### config.mk
export PLATFORM = sky130hd
export DESIGN_NAME = md_issue
export DESIGN_NICKNAME = d
export VERILOG_FILES = /design/src/rtl/md_pkg.sv /design/src/rtl/md_latency_ctr.sv /design/src/rtl/md_issue.sv
export SDC_FILE = /design/constraint.sdc
export NUM_CORES = 1
export LEC_CHECK = 0
export BUFFER_PORTS_ARGS = -buffer_cell sky130_fd_sc_hd__buf_2
export CAP_MARGIN = 20
export CELL_PAD_IN_SITES_DETAIL_PLACEMENT = 0
export CELL_PAD_IN_SITES_GLOBAL_PLACEMENT = 1
export CORE_MARGIN = 2
export CORE_UTILIZATION = 38
export DETAILED_ROUTE_END_ITERATION = 10
export GPL_ROUTABILITY_DRIVEN = 1
export PLACE_DENSITY = 0.85
export SLEW_MARGIN = 20
export SYNTH_ARGS = -nofsm -noshare
export SYNTH_HDL_FRONTEND = slang
export SYNTH_SLANG_ARGS = --single-unit
### constraint.sdc
create_clock -name clk -period 2.9 [get_ports clk]
set_input_delay 0.58 -clock clk [delete_from_list [all_inputs] [get_ports clk]]
set_output_delay 0.58 -clock clk [all_outputs]
set_load 0.02 [all_outputs]
### src/rtl/md_pkg.sv
// Shared types and op-class helpers for the multiply/divide issue logic.
package md_pkg;

  localparam int CNT_W = 8;

  typedef enum logic [3:0] {
    NONE  = 4'd0,
    MULT  = 4'd1,
    MULTU = 4'd2,
    DIV   = 4'd3,
    DIVU  = 4'd4,
    MADD  = 4'd5,
    MADDU = 4'd6,
    MSUB  = 4'd7,
    MSUBU = 4'd8,
    MTHI  = 4'd9,
    MTLO  = 4'd10,
    MFHI  = 4'd11,
    MFLO  = 4'd12
  } md_op_t;

  typedef enum logic [1:0] {
    S_IDLE = 2'd0,
    S_REQ  = 2'd1,
    S_WAIT = 2'd2
  } md_state_t;

  function automatic logic is_compute(md_op_t op);
    return op inside {MULT, MULTU, DIV, DIVU, MADD, MADDU, MSUB, MSUBU};
  endfunction

  function automatic logic is_move_to(md_op_t op);
    return op inside {MTHI, MTLO};
  endfunction

  function automatic logic is_move_from(md_op_t op);
    return op inside {MFHI, MFLO};
  endfunction

endpackage

### src/rtl/md_latency_ctr.sv
// Expected-latency down-counter and WAIT timeout up-counter for md_issue.
module md_latency_ctr
  import md_pkg::*;
#(
  parameter int TIMEOUT = 32
) (
  input  logic             clk,
  input  logic             reset,
  input  logic             load,
  input  logic [CNT_W-1:0] lat_init,
  input  logic             run,
  input  logic             clear,
  output logic             lat_zero,
  output logic             timed_out
);

  logic [CNT_W-1:0] lat_cnt;
  logic [CNT_W-1:0] to_cnt;

  always_ff @(posedge clk or negedge reset) begin
    if (!reset) begin
      lat_cnt <= '0;
      to_cnt  <= '0;
    end else if (load) begin
      lat_cnt <= lat_init;
      to_cnt  <= '0;
    end else if (clear) begin
      lat_cnt <= '0;
      to_cnt  <= '0;
    end else if (run) begin
      if (lat_cnt != '0) lat_cnt <= lat_cnt - 1'b1;
      to_cnt <= to_cnt + 1'b1;
    end
  end

  // The count expires at the end of the cycle holding 1, so a response in the
  // last expected WAIT cycle is on time.
  assign lat_zero  = (lat_cnt <= CNT_W'(1));
  assign timed_out = run && (to_cnt == CNT_W'(TIMEOUT - 1));

endmodule

### src/rtl/md_issue.sv
// E-stage initiator for the multiply/divide unit: request capture, handshake,
// D-stage stall generation and sticky protocol-error detection.
module md_issue
  import md_pkg::*;
#(
  parameter int MULT_LAT = 5,
  parameter int DIV_LAT  = 10,
  parameter int TIMEOUT  = 32
) (
  input  logic        clk,
  input  logic        reset,
  input  md_op_t      d_op,
  input  logic        e_valid,
  input  md_op_t      e_op,
  input  logic [31:0] e_rs,
  input  logic [31:0] e_rt,
  output logic        req_valid,
  output md_op_t      req_op,
  output logic [31:0] req_a,
  output logic [31:0] req_b,
  input  logic        req_ready,
  input  logic        rsp_valid,
  output logic        stall_d,
  output logic        busy,
  output logic        err
);

  md_state_t        state;
  logic             e_issue;
  logic             d_md;
  logic             lat_load;
  logic             lat_clear;
  logic             in_wait;
  logic             lat_zero;
  logic             timed_out;
  logic             err_set;
  logic [CNT_W-1:0] lat_init;

  assign e_issue = e_valid && (is_compute(e_op) || is_move_to(e_op));
  assign d_md    = is_compute(d_op) || is_move_to(d_op) || is_move_from(d_op);
  assign stall_d = d_md && (busy || e_issue);

  assign in_wait   = (state == S_WAIT);
  assign lat_load  = (state == S_REQ) && req_ready && is_compute(req_op);
  assign lat_clear = in_wait && (rsp_valid || timed_out);
  assign lat_init  = (req_op == DIV || req_op == DIVU) ? CNT_W'(DIV_LAT) : CNT_W'(MULT_LAT);

  assign err_set = (rsp_valid && !in_wait)
                || (rsp_valid && in_wait && !lat_zero)
                || (e_issue && busy)
                || timed_out;

  md_latency_ctr #(
    .TIMEOUT (TIMEOUT)
  ) u_ctr (
    .clk       (clk),
    .reset     (reset),
    .load      (lat_load),
    .lat_init  (lat_init),
    .run       (in_wait),
    .clear     (lat_clear),
    .lat_zero  (lat_zero),
    .timed_out (timed_out)
  );

  always_ff @(posedge clk or negedge reset) begin
    if (!reset) begin
      state     <= S_IDLE;
      req_valid <= 1'b0;
      req_op    <= NONE;
      req_a     <= '0;
      req_b     <= '0;
      busy      <= 1'b0;
      err       <= 1'b0;
    end else begin
      if (err_set) err <= 1'b1;
      case (state)
        S_IDLE: begin
          // A coincident stray response wins; the op is dropped.
          if (e_issue && !rsp_valid) begin
            req_op    <= e_op;
            req_a     <= e_rs;
            req_b     <= e_rt;
            req_valid <= 1'b1;
            busy      <= 1'b1;
            state     <= S_REQ;
          end
        end
        S_REQ: begin
          if (req_ready) begin
            req_valid <= 1'b0;
            if (is_compute(req_op)) begin
              state <= S_WAIT;
            end else begin
              busy  <= 1'b0;
              state <= S_IDLE;
            end
          end
        end
        S_WAIT: begin
          if (rsp_valid || timed_out) begin
            busy  <= 1'b0;
            state <= S_IDLE;
          end
        end
        default: begin
          req_valid <= 1'b0;
          busy      <= 1'b0;
          state     <= S_IDLE;
        end
      endcase
    end
  end

endmodule

==> flow_metrics.env <==
export IMPL_antenna_found_initial=0
export IMPL_syn_num_nets=374
export IMPL_seq_area_frac_synth=0.571
export IMPL_postPlaceCellArea_um2=4750
export IMPL_tightest_slew_ns=0.812
export IMPL_rsz0062_at_grt="no"
export IMPL_n_antenna_cell=0
export IMPL_end_kind="register"
export IMPL_nets=523
export IMPL_floorplan_rows=36
export IMPL_met2_length_um=4380
export IMPL_ys_flop_type="dfrtp_1"
export IMPL_arrival_ns=2.46
export IMPL_finalSetupViolCount=0
export IMPL_grt_max_degree=64
export IMPL_ant_nets=0
export IMPL_maxSlewViolCount=0
export IMPL_finalWirelength_um=9100
export IMPL_final_common_cell="buf_2"
export IMPL_irDropWorstVdd_mv=0.434
export IMPL_viasPerCell=4.99
export IMPL_p_leak_nw=2.36
export IMPL_cts_sinks=89
export IMPL_gr_usage_all_layers=0.173
export IMPL_drt_iter0_markers=123
export IMPL_rr_startpoint="u_ctr.to_cnt[0]"
export IMPL_met1_length_um=3750
export IMPL_gr_total_overflow=0
export IMPL_cts_tree="built"
export IMPL_ios=149
export IMPL_cts_resized=0
export IMPL_num_vias=2901
export IMPL_dpl_cell_count=565
export IMPL_cts_setup_buffers=0
export IMPL_drive_gt1_frac=0.391
export IMPL_drc=0
export IMPL_coreArea_um2=9860
export IMPL_ys_ff_latch=89
export IMPL_syn_instance_count=294
export IMPL_period_share=0.769
export IMPL_grt_pass1_vias=3033
export IMPL_rr_endpoint="u_ctr.to_cnt[4]"
export IMPL_synth_area_um2=3900
export IMPL_clkTransAtPathRegs_ns=0.09
export IMPL_syn_avg_cell_area_um2=13.3
export IMPL_io_buffers=148
export IMPL_worstPathCellList="ha_1 > nor4b_2 > a21oi_1 > o21ai_0 > nor2_1"
export IMPL_syn2layout_area_growth_pct=26.8
export IMPL_layout_common_cells="buf_2 (147), dfrtp_1 (89), mux2_1 (67)"
export IMPL_dr_pass1_iters=4
export IMPL_skew_ns=0.0106
export IMPL_slew_headroom=0.456
export IMPL_die_w_um=105
export IMPL_r2r_cells=5
export IMPL_yosysUniqueCellTypes=50
export IMPL_max_freq_ghz=0.449
export IMPL_required_ns=3.13
export IMPL_post_dp_hpwl_um=6710
export IMPL_cts_buffer_depth=2
export IMPL_hold_violations=0
export IMPL_cts_buffers=9
export IMPL_clock_root_buffer="clkbuf_8"
export IMPL_cts_htree_levels=3
export IMPL_initial_core_util=0.395
export IMPL_wl_met3_um=784
export IMPL_synth_edf_count=0
export IMPL_pwr_density_cell_nw_per_um2=890
export IMPL_dieHeight_um=105
export IMPL_final_cell_area_um2=4940
export IMPL_cts_hold_buf=0
export IMPL_routabilityCongestion=0.783
export IMPL_wl_per_cell_um=15.7
export IMPL_cp_slowest_cell="o21ai_0"
export IMPL_final_util=0.501
export IMPL_cpPeakStageDelay_ns=0.53
export IMPL_die_area_um2=11100
export IMPL_grt_pass1_wl_um=15100
export IMPL_ys_async_sr_fraction=1.00
export IMPL_outcome="complete, no violations"
export IMPL_maxCapViolations=0
export IMPL_fillers=920
export IMPL_critPathKind="reg2reg"
export IMPL_ys_warn_count=0
export IMPL_fin_crit_ns=2.23
export IMPL_reg2reg_slack_ns=0.67
export IMPL_crit_fanout=8
export IMPL_top_layer="met4"
export IMPL_fin_cells=581
export IMPL_tns_ns=0
export IMPL_clk_insertion_delay_late_ns=0.37
export IMPL_cp_start_kind="register"
export IMPL_hold_class="in2async"
## synth_stat cells, drive strengths merged (2+ instances only)
cell type / number / area (um2)
a211oi: 2 / 15.0
o21ai: 10 / 50.1
ha: 3 / 37.5
nand4: 4 / 25.0
clkbuf: 5 / 18.8
o31ai: 2 / 15.0
nand3: 6 / 35.0
a21oi: 9 / 48.8
xor2: 5 / 43.8
and3b: 2 / 17.5
mux2: 68 / 766
a221oi: 2 / 17.5
nor4b: 2 / 38.8
and3: 3 / 18.8
a21o: 4 / 30.0
inv: 4 / 15.0
dfrtp: 89 / 2230
nor3: 6 / 30.0
a31oi: 3 / 18.8
or4: 3 / 22.5
o21a: 2 / 15.0
a22oi: 2 / 15.0
or3: 3 / 21.3
nor2: 15 / 56.3
o211ai: 3 / 22.5
buf: 8 / 83.8
nand2: 11 / 41.3
a32o: 2 / 20.0
## power breakdown
group	leakage, nW	internal, W	switching [W]
Sequential	1.07	0.00167	0.000277
Combinational	1.19	0.000643	0.000999
Clock	0.101	0.000364	0.000452
## logic make-up (layout without fill, tap and decap cells)
group | count (synthesis) | in the layout | share of synthesized area
adders and majority gates | 3 | 3 | 0.00963
DFF | 89 | 89 | 0.571
AOI/OAI and AO/OA | 48 | 48 | 0.0841
xor gates and xnor gates | 5 | 5 | 0.0112
buffers and inverters | 17 | 171 | 0.0302
and+or+nand+nor | 63 | 63 | 0.0947
muxes | 69 | 69 | 0.199
## sequential cells by signal, indices dropped and copies added (netlist names)
register,flops
state,2
err,1
busy,1
req_valid,1
req_a,32
req_b,32
req_op,4
u_ctr.lat_cnt,8
u_ctr.to_cnt,8
## final cells by class
| type | count | area (um2) | area share |
|---|---|---|---|
| clock inverters | 5 | 38.8 | 0.00785 |
| well taps | 133 | 166 | 0.0337 |
| inverters | 4 | 15.0 | 0.00304 |
| repair buffers | 151 | 791 | 0.160 |
| flip-flops and latches | 89 | 2230 | 0.451 |
| multi-input cells | 188 | 1550 | 0.314 |
| clock buffers | 11 | 151 | 0.0306 |
## critical path: cells and delay by family, from the launching register on
| kind | cells | cell delay, ns |
|---|---|---|
| AOI/OAI and AO/OA | 2 | 0.87 |
| adders and majority gates | 1 | 0.25 |
| DFF | 1 | 0.44 |
| and+or+nand+nor | 2 | 0.53 |
## through the flow
stage | hold slack [ns] | total power (W) | setup slack [ns]
after floorplan | 0.284 | 0.00297 | 0.834
after global placement | 0.458 | 0.00357 | 0.662
after detailed placement | 0.469 | 0.00363 | 0.616
after CTS | 0.279 | 0.00446 | 0.687
after global routing | 0.300 | 0.00469 | 0.382
final | 0.244 | 0.00440 | 0.671
## metal layers
layer	track usage	up-vias
li1	-	1378
met1	0.216	1402
met2	0.274	108
met3	0.0550	13
met4	0.0800	0
met5	0	-
## worst max path at each step
stage / start / end / slack (ns) / depth (start not counted)
CTS: u_ctr.lat_cnt[0] / u_ctr.lat_cnt[0] / 0.69 / 6
global route: u_ctr.to_cnt[0] / u_ctr.to_cnt[3] / 0.38 / 5
floorplan: e_op[1] / req_a[10] / 0.83 / 5
global placement: e_op[1] / req_a[7] / 0.66 / 6
finish: u_ctr.to_cnt[0] / u_ctr.to_cnt[4] / 0.67 / 5
detailed placement: e_op[1] / req_b[19] / 0.62 / 6
(Power assumes the default switching activity.)
